[src/rtl/huffman_bit_packer.sv]
// rtl/huffman_bit_packer.sv - packs variable-length codewords MSB-first into bytes
// A 64-bit accumulator feeds a small {last,data} FIFO; a flush pads the tail byte.
module huffman_bit_packer #(
  parameter int FIFO_DEPTH = 8,
  parameter int MAX_LEN    = 32
) (
  input  logic        clock,
  input  logic        resetn,
  input  logic        in_valid,
  input  logic [31:0] in_code,
  input  logic [5:0]  in_length,
  input  logic        in_flush,
  output logic        in_ready,
  output logic [7:0]  out_data,
  output logic        out_last,
  output logic        out_valid,
  input  logic        out_ready,
  output logic        flush_done,
  output logic [6:0]  bits_pending,
  output logic        overflow,
  output logic        len_err
);

  localparam int AW = $clog2(FIFO_DEPTH);

  typedef enum logic [1:0] {S_RUN, S_FLUSH, S_DRAIN, S_DONE} state_t;

  state_t      r_state;
  state_t      w_state_next;
  logic [63:0] r_acc;
  logic [6:0]  r_fill;
  logic [8:0]  r_mem [FIFO_DEPTH];
  logic [AW:0] r_wr_ptr;
  logic [AW:0] r_rd_ptr;
  logic        r_overflow;
  logic        r_len_err;

  logic        w_empty;
  logic        w_full;
  logic        w_fifo_pop;
  logic        w_push;
  logic        w_push_last;
  logic        w_in_ready;
  logic        w_accept;
  logic        w_len_ok;
  logic        w_add;
  logic [31:0] w_mask;
  logic [31:0] w_code;
  logic [6:0]  w_fill_shift;
  logic [63:0] w_acc_shift;
  logic [5:0]  w_place_sh;
  logic [63:0] w_code_pos;
  logic [63:0] w_acc_next;
  logic [6:0]  w_fill_next;

  assign w_empty    = (r_wr_ptr == r_rd_ptr);
  assign w_full     = (r_wr_ptr[AW] != r_rd_ptr[AW]) &&
                      (r_wr_ptr[AW-1:0] == r_rd_ptr[AW-1:0]);
  assign w_fifo_pop = !w_empty && out_ready;

  // Full is judged on registered pointers, so a same-cycle pop only helps next cycle.
  assign w_push      = !w_full && ((r_fill >= 7'd8) || ((r_state == S_FLUSH) && (r_fill != 7'd0)));
  assign w_push_last = (r_state == S_FLUSH) && (r_fill <= 7'd8);

  assign w_in_ready = (r_state == S_RUN) && (r_fill <= 7'd32);
  assign w_accept   = in_valid && w_in_ready;
  assign w_len_ok   = ({1'b0, in_length} <= 7'(MAX_LEN));
  assign w_add      = w_accept && w_len_ok && (in_length != 6'd0);

  assign w_mask = (in_length >= 6'd32) ? 32'hFFFF_FFFF : ((32'd1 << in_length[4:0]) - 32'd1);
  assign w_code = in_code & w_mask;

  assign w_fill_shift = w_push ? ((r_fill >= 7'd8) ? (r_fill - 7'd8) : 7'd0) : r_fill;
  assign w_acc_shift  = w_push ? {r_acc[55:0], 8'd0} : r_acc;

  // Shift of 64 - fill' - len (mod 64) lands the code's msb at bit 63 - fill'.
  assign w_place_sh  = 6'd0 - w_fill_shift[5:0] - in_length;
  assign w_code_pos  = {32'd0, w_code} << w_place_sh;
  assign w_acc_next  = w_add ? (w_acc_shift | w_code_pos) : w_acc_shift;
  assign w_fill_next = w_add ? (w_fill_shift + {1'b0, in_length}) : w_fill_shift;

  always_comb begin
    w_state_next = r_state;
    case (r_state)
      S_RUN:   if (in_flush) w_state_next = S_FLUSH;
      S_FLUSH: if (w_fill_next == 7'd0) w_state_next = S_DRAIN;
      S_DRAIN: if (w_empty) w_state_next = S_DONE;
      S_DONE:  w_state_next = S_RUN;
      default: w_state_next = S_RUN;
    endcase
  end

  always_ff @(posedge clock) begin
    if (!resetn) begin
      r_state    <= S_RUN;
      r_acc      <= 64'd0;
      r_fill     <= 7'd0;
      r_wr_ptr   <= '0;
      r_rd_ptr   <= '0;
      r_overflow <= 1'b0;
      r_len_err  <= 1'b0;
    end else begin
      r_state <= w_state_next;
      r_acc   <= w_acc_next;
      r_fill  <= w_fill_next;
      if (w_push)     r_wr_ptr <= r_wr_ptr + 1'b1;
      if (w_fifo_pop) r_rd_ptr <= r_rd_ptr + 1'b1;
      if (in_valid && !w_in_ready) r_overflow <= 1'b1;
      if (w_accept && !w_len_ok)   r_len_err  <= 1'b1;
    end
  end

  always_ff @(posedge clock) begin
    if (w_push) r_mem[r_wr_ptr[AW-1:0]] <= {w_push_last, r_acc[63:56]};
  end

  assign in_ready     = w_in_ready;
  assign out_valid    = !w_empty;
  assign out_data     = w_empty ? 8'd0 : r_mem[r_rd_ptr[AW-1:0]][7:0];
  assign out_last     = w_empty ? 1'b0 : r_mem[r_rd_ptr[AW-1:0]][8];
  assign flush_done   = (r_state == S_DONE);
  assign bits_pending = r_fill;
  assign overflow     = r_overflow;
  assign len_err      = r_len_err;

endmodule

[config.mk]
export PLATFORM = sky130hd
export DESIGN_NAME = huffman_bit_packer
export DESIGN_NICKNAME = d
export VERILOG_FILES = /design/src/rtl/huffman_bit_packer.sv
export SDC_FILE = /design/constraint.sdc
export NUM_CORES = 1
export LEC_CHECK = 0
export ABC_AREA = 1
export BUFFER_PORTS_ARGS = -buffer_cell sky130_fd_sc_hd__buf_2
export CAP_MARGIN = 20
export CELL_PAD_IN_SITES_DETAIL_PLACEMENT = 0
export CELL_PAD_IN_SITES_GLOBAL_PLACEMENT = 1
export CORE_MARGIN = 2
export CORE_UTILIZATION = 45
export DETAILED_ROUTE_END_ITERATION = 10
export HOLD_SLACK_MARGIN = 0.02
export PLACE_DENSITY_LB_ADDON = 0.1
export SLEW_MARGIN = 20
export SYNTH_ARGS = -nofsm -noshare
export SYNTH_HDL_FRONTEND = slang
export SYNTH_SLANG_ARGS = --single-unit
[constraint.sdc]
create_clock -name clock -period 5.4 [get_ports clock]
set_clock_uncertainty 0.1 [all_clocks]
set_input_delay 0 -clock clock [delete_from_list [all_inputs] [get_ports clock]]
set_output_delay 0 -clock clock [all_outputs]
set_load 0.05 [all_outputs]
Yosys cells after proc, flatten, opt, wreduce, memory -nomap -nowiden

Memories as Yosys holds them, arrays and structs flattened. A register that Yosys moved wholly into a read port is not among the register bits.
Index checks and enable logic that the tools add are counted.

Register bits after elaboration: 83
RAM bits: 72
Output and inout bits: 21
Logic and storage cells: 70
Memories: 1

Memories:

| memory | depth | width | rd ports | clocked after memory_dff | wr ports | RTL line | source |
|---|---|---|---|---|---|---|---|
| r_mem  | 8     | 9     | 1        | 1                        | 1        | 32       | `logic [8:0] r_mem [FIFO_DEPTH];` |

$add $sub $neg: 7
$lt $le $gt $ge: 5
Equal/unequal tests: 9
Shifts and indexed selects: 2
Muxes and demuxes: 16
Bitwise gates (word level): 2
Reduce and logical (&&, ||, !) cells: 21

Operator list:

| kind                                                               | count |
|---|---|
| 2-to-1 mux 64 bit                                                  | 2 |
| OR 64 bit                                                          | 1 |
| left shift 32 x 6 -> 64 bit                                        | 1 |
| bitwise AND 32 bit                                                 | 1 |
| 2-to-1 mux 32 bit                                                  | 1 |
| left shift 1 x 5 -> 32 bit (first input constant)                  | 1 |
| subtractor 32 x 1 -> 32 bit (second input constant)                | 1 |
| 2-to-1 mux 7 bit                                                   | 3 |
| logical AND 1 bit                                                  | 11 |
| adder 4 x 1 -> 4 bit (second input constant)                       | 2 |
| 2-to-1 mux 8 bit                                                   | 1 |
| case mux 2 bit (4 select lines)                                    | 1 |
| adder 7 x 6 -> 7 bit                                               | 1 |
| greater-or-equal comparator 7 x 4 -> 1 bit (second input constant) | 1 |
| <= comparator 7 x 4 -> 1 bit (second input constant)               | 1 |
| <= comparator 7 x 6 -> 1 bit (second input constant)               | 1 |
| zero test 7 bit                                                    | 1 |
| nonzero test 7 bit                                                 | 1 |
| subtractor 7 x 4 -> 7 bit (second input constant)                  | 1 |
| greater-or-equal comparator 6 bit (second input constant)          | 1 |
| <= comparator 6 bit (second input constant)                        | 1 |
| 2-to-1 mux 2 bit                                                   | 3 |
| 2-to-1 mux 3 bit                                                   | 2 |
| nonzero test 6 bit                                                 | 1 |
| other kinds (14)                                                   | 21 |

Longest topological paths before layout

Word-level depth: 10
Mapped depth: 28
Mapped depth without buffers: 28

Least setup slack after synthesis

Ideal clock, no wire load.

Path kind: register -> register
From: reg r_fill[3] (netlist: bits_pending[3])
To: reg r_acc[35]
Setup time: 0.132 ns
Arrival time: 4.490 ns
Path slack: 0.678 ns
Stages on the path, launching flop included: 28
Buffers on the path: 2
Period minus slack after synthesis: 4.722 ns
Path through: dfxtp_1 > inv_1 > ha_1 > inv_1 > nor2_1 > nand2_1 > inv_1 > nand2_1 > nand2_1 > inv_2 > nand2_1 > nand2_1 > inv_1 > ha_1 > inv_1 > ha_1 > fa_1 > nand2_1 > a21oi_1 > or2_2 > xnor2_1 > inv_1 > clkbuf_1 > nor2_1 > clkbuf_1 > nand3_1 > nand3_1 > a21oi_1

Word-level cells in the longest chain between the ends: 10
Elaborated cells between the ends (all ways): 19
Classes of those cells: 3 x add/sub; 2 x order compare; 1 x shift; 4 x mux; 1 x bitwise; 8 x reduce/logical

RTL lines:

| what                                                                              | RTL line | source |
|---|---|---|
| from (decl)                                                                       | 31       | `logic [6:0] r_fill;` |
| from (signal assigned)                                                            | 105      | `r_fill <= w_fill_next;` |
| parallel branches: the longest is 9 deep, another holds subtractor 7 x 4 -> 7 bit | -        |  |
| 2-to-1 mux 64 bit (*)                                                             | 79       | `assign w_acc_next = w_add ? (w_acc_shift \| w_code_pos) : w_acc_shift;` |
| to (signal assigned)                                                              | 104      | `r_acc <= w_acc_next;` |
| to (decl)                                                                         | 30       | `logic [63:0] r_acc;` |

Every way passes the cells marked *.
A chain may end at the register's enable or synchronous reset.

Final worst setup path

From: reg r_fill[3] (netlist: bits_pending[3])
To: reg r_acc[48]

The elaborated chain is that of the path after synthesis.

==> qor.yml <==
floorplan:
  dieArea_um2: 24700
  die_y_um: 157
  num_rows: 56
  start_util_pct: 45.4
  ioPinCount: 64
  fp.coreArea_um2: 23300
  die_w_um: 157
worst_setup_path:
  end_kind: "flip-flop"
  crit_slowest_cell: "nor2_1"
  cp_common_cell: "inv_1"
  cpPeakStageDelay_ns: 0.59
  required_ns: 5.66
  regToRegSetupSlack_ns: 0.70
  cp.arrival_ns: 4.96
  critical_path_class: "flip-flop to flip-flop"
  crit_path_start_kind: "flip-flop"
  r2r_end: "r_acc[48]"
  path_max_fanout: 19
  timing.rr.start: "bits_pending[3]"
  ff2ff_path_depth: 28
clock_tree:
  hold_buffers: 6
  cts_tree: "yes"
  ctsLongestPathBuffers: 2
  ctsResizeCount: 0
  cts.htree.levels: 4
  clock-sinks: 158
  clkTransAtPathRegs_ns: 0.07
  numCtsBuffers: 17
  cts_root_buf: "clkbuf_16"
  cts_setup_buffers: 0
  clk_latency_ns: 0.44
synth:
  synthSimpleGateAreaFrac_pct: 37.6
  synth_top_family_by_area: "simple AND/OR/NAND/NOR gates"
  syn_inst: 1547
  synth_compound_area_share_pct: 13.2
  ys_seq_area_share_pct: 36.8
  synth-edff-count: 72
  synthMuxAreaShare_pct: 0.474
  syn-cell-area_um2: 10600
  ys_dominant_reg_cell: "dfxtp_1"
  ys_async_sr_fraction_pct: 0
  synth.avg_cell_area_um2: 6.82
  ys_ff_latch: 158
  yosysWarnings: 0
  synth_xor_area_share_pct: 0.913
  synth_cell_types: 47
  synth_fp_nets: 1617
  synthAdderAreaFrac_pct: 3.34
drt:
  vias: 10559
  drt_wl_total_um: 33000
  avgViaCountPerCell: 5.56
  wl_per_cell_um: 17.3
  firstDrtPassIters: 6
  drtAntennaViolNets: 0
  drt_iter0_drc: 892
  drc: 0
sta:
  fin_ws_ns: 0.696
  slew_violations: 0
  period_minus_slack_ns: 4.70
  tightestPinTransition_ns: 0.997
  fin_tns_setup_ns: 0
  max-slew-margin-rel_pct: 33.3
  finalCritPeriodShare_pct: 87.1
  hold_viol_final: 0
  rsz0062_at_grt: "false"
  max_freq_ghz: 0.213
  finalSetupViolCount: 0
place:
  hpwl_um: 24300
  gp_congestion: 0.938
  dp_worst_setup_slack_ns: 0.745
  place_area_um2: 11000
  io_buffers: 63
  dp_cells: 1862
worst_hold_path:
  whs_path_depth: 9
  worstHoldEndpoint: "r_acc[0]"
  holdCritPathClass: "primary input to flip-flop"
  min_from: "in_code[0]"
grt:
  grt_max_degree: 76
  grt_pass1_vias: 10040
  antenna_found_initial: 0
  gr-total-overflow: 0
  grt_pass1_wl_um: 53000
  grt_usage_pct: 27.4
finish:
  n_antenna_cell: 0
  stdcell_count: 1900
  final_cell_mix: "nand2_1, nand3_1, nor2_1"
  nets: 1638
  syn2layout_area_growth_pct: 11.1
  fillCellCount: 2439
  mostFrequentLayoutCell: "nand2_1"
  fin_area_um2: 11700
  drive_gt1_share_pct: 9.99
status:
  status: "complete, no violations"
run:
  drv_cap: 0
[per-stage QoR]
stage	hold slack, ns	utilization, %
after floorplan	0.0642	-
after global placement	0.196	47.5
after detailed placement	0.206	47.5
after CTS	0.138	50.4
after global routing	0.255	50.4
final	0.132	50.4
[layer usage]
metal | vias to the layer above | GRT usage, % | share of wire, %
met3 | 55 | 3.44 | 4.4
met1 | 4883 | 36.3 | 45
met5 | - | 0 | 0
met4 | 0 | 8.66 | 2.6
met2 | 297 | 46.5 | 48
li1 | 5324 | - | -
[worst max-delay path, delay by kind of cell (launching register included)]
family	cells	cell delay (ns)
buffers and inverters	10	1.08
adder cells (fa/ha/maj)	4	1.12
flip-flops	1	0.35
AO/OA/AOI/OAI	2	0.24
XOR/XNOR	1	0.14
AND/OR/NAND/NOR	11	1.58
[state kept, by name (all words and copies together), names as in the netlist, named ones only]
signal	cells
r_mem	72
r_acc	64
bits_pending	7
r_rd_ptr	4
r_wr_ptr	4
r_state	2
len_err	1
overflow	1
[how the worst max path moves through the flow]
stage	startpoint	endpoint	slack, ns
final	bits_pending[3]	r_acc[48]	0.70
after global routing	bits_pending[3]	r_acc[48]	0.26
after CTS	bits_pending[3]	r_acc[48]	0.71
after detailed placement	bits_pending[3]	r_acc[48]	0.75
after global placement	bits_pending[3]	r_acc[48]	0.80
after floorplan	bits_pending[3]	r_acc[35]	0.68
[cells in the mapped netlist, types with 4 or more instances]
cell type	number	share of area [%]
buf_4	4	0.28
nand3_1	319	15
clkbuf_1	50	1.8
a31oi_1	23	1.4
o21ai_0	127	6.0
xor2_1	6	0.50
o22ai_1	9	0.53
ha_1	25	3.0
nor2_1	142	5.1
o21a_1	4	0.28
nor2_4	5	0.53
inv_1	97	3.5
nand3_2	4	0.38
nand2_1	364	13
edfxtp_1	72	20
a21oi_1	76	3.6
inv_2	8	0.28
mux2i_1	5	0.47
dfxtp_1	86	16
nor2_2	7	0.42
buf_2	25	1.2
nor3_1	4	0.19
nand4_1	31	1.8
xnor2_1	5	0.42
a21boi_0	4	0.28
buf_1	7	0.25
[cell families (layout without fill, tap and decap cells)]
kind of cell / after synthesis / after routing
and+or+nand+nor: 891 / 891
AOI/OAI and AO/OA: 258 / 258
buffers and inverters: 197 / 231
DFF: 158 / 158
adders and majority gates: 27 / 27
xor gates and xnor gates: 11 / 11
muxes: 5 / 5
[area by class of cell]
class	count	area (µm²)	area share, %
clock buffer	17	425	3.63
clock inverter	15	193	1.64
inverter	109	414	3.53
multi-input combinational	1192	5870	50.1
sequential	158	3880	33.1
tap	319	399	3.41
timing repair buffer	90	533	4.55
Power is left out: the tool's default activity adds up to more than one toggle a clock period on the data nets, which glitch-free logic cannot reach.
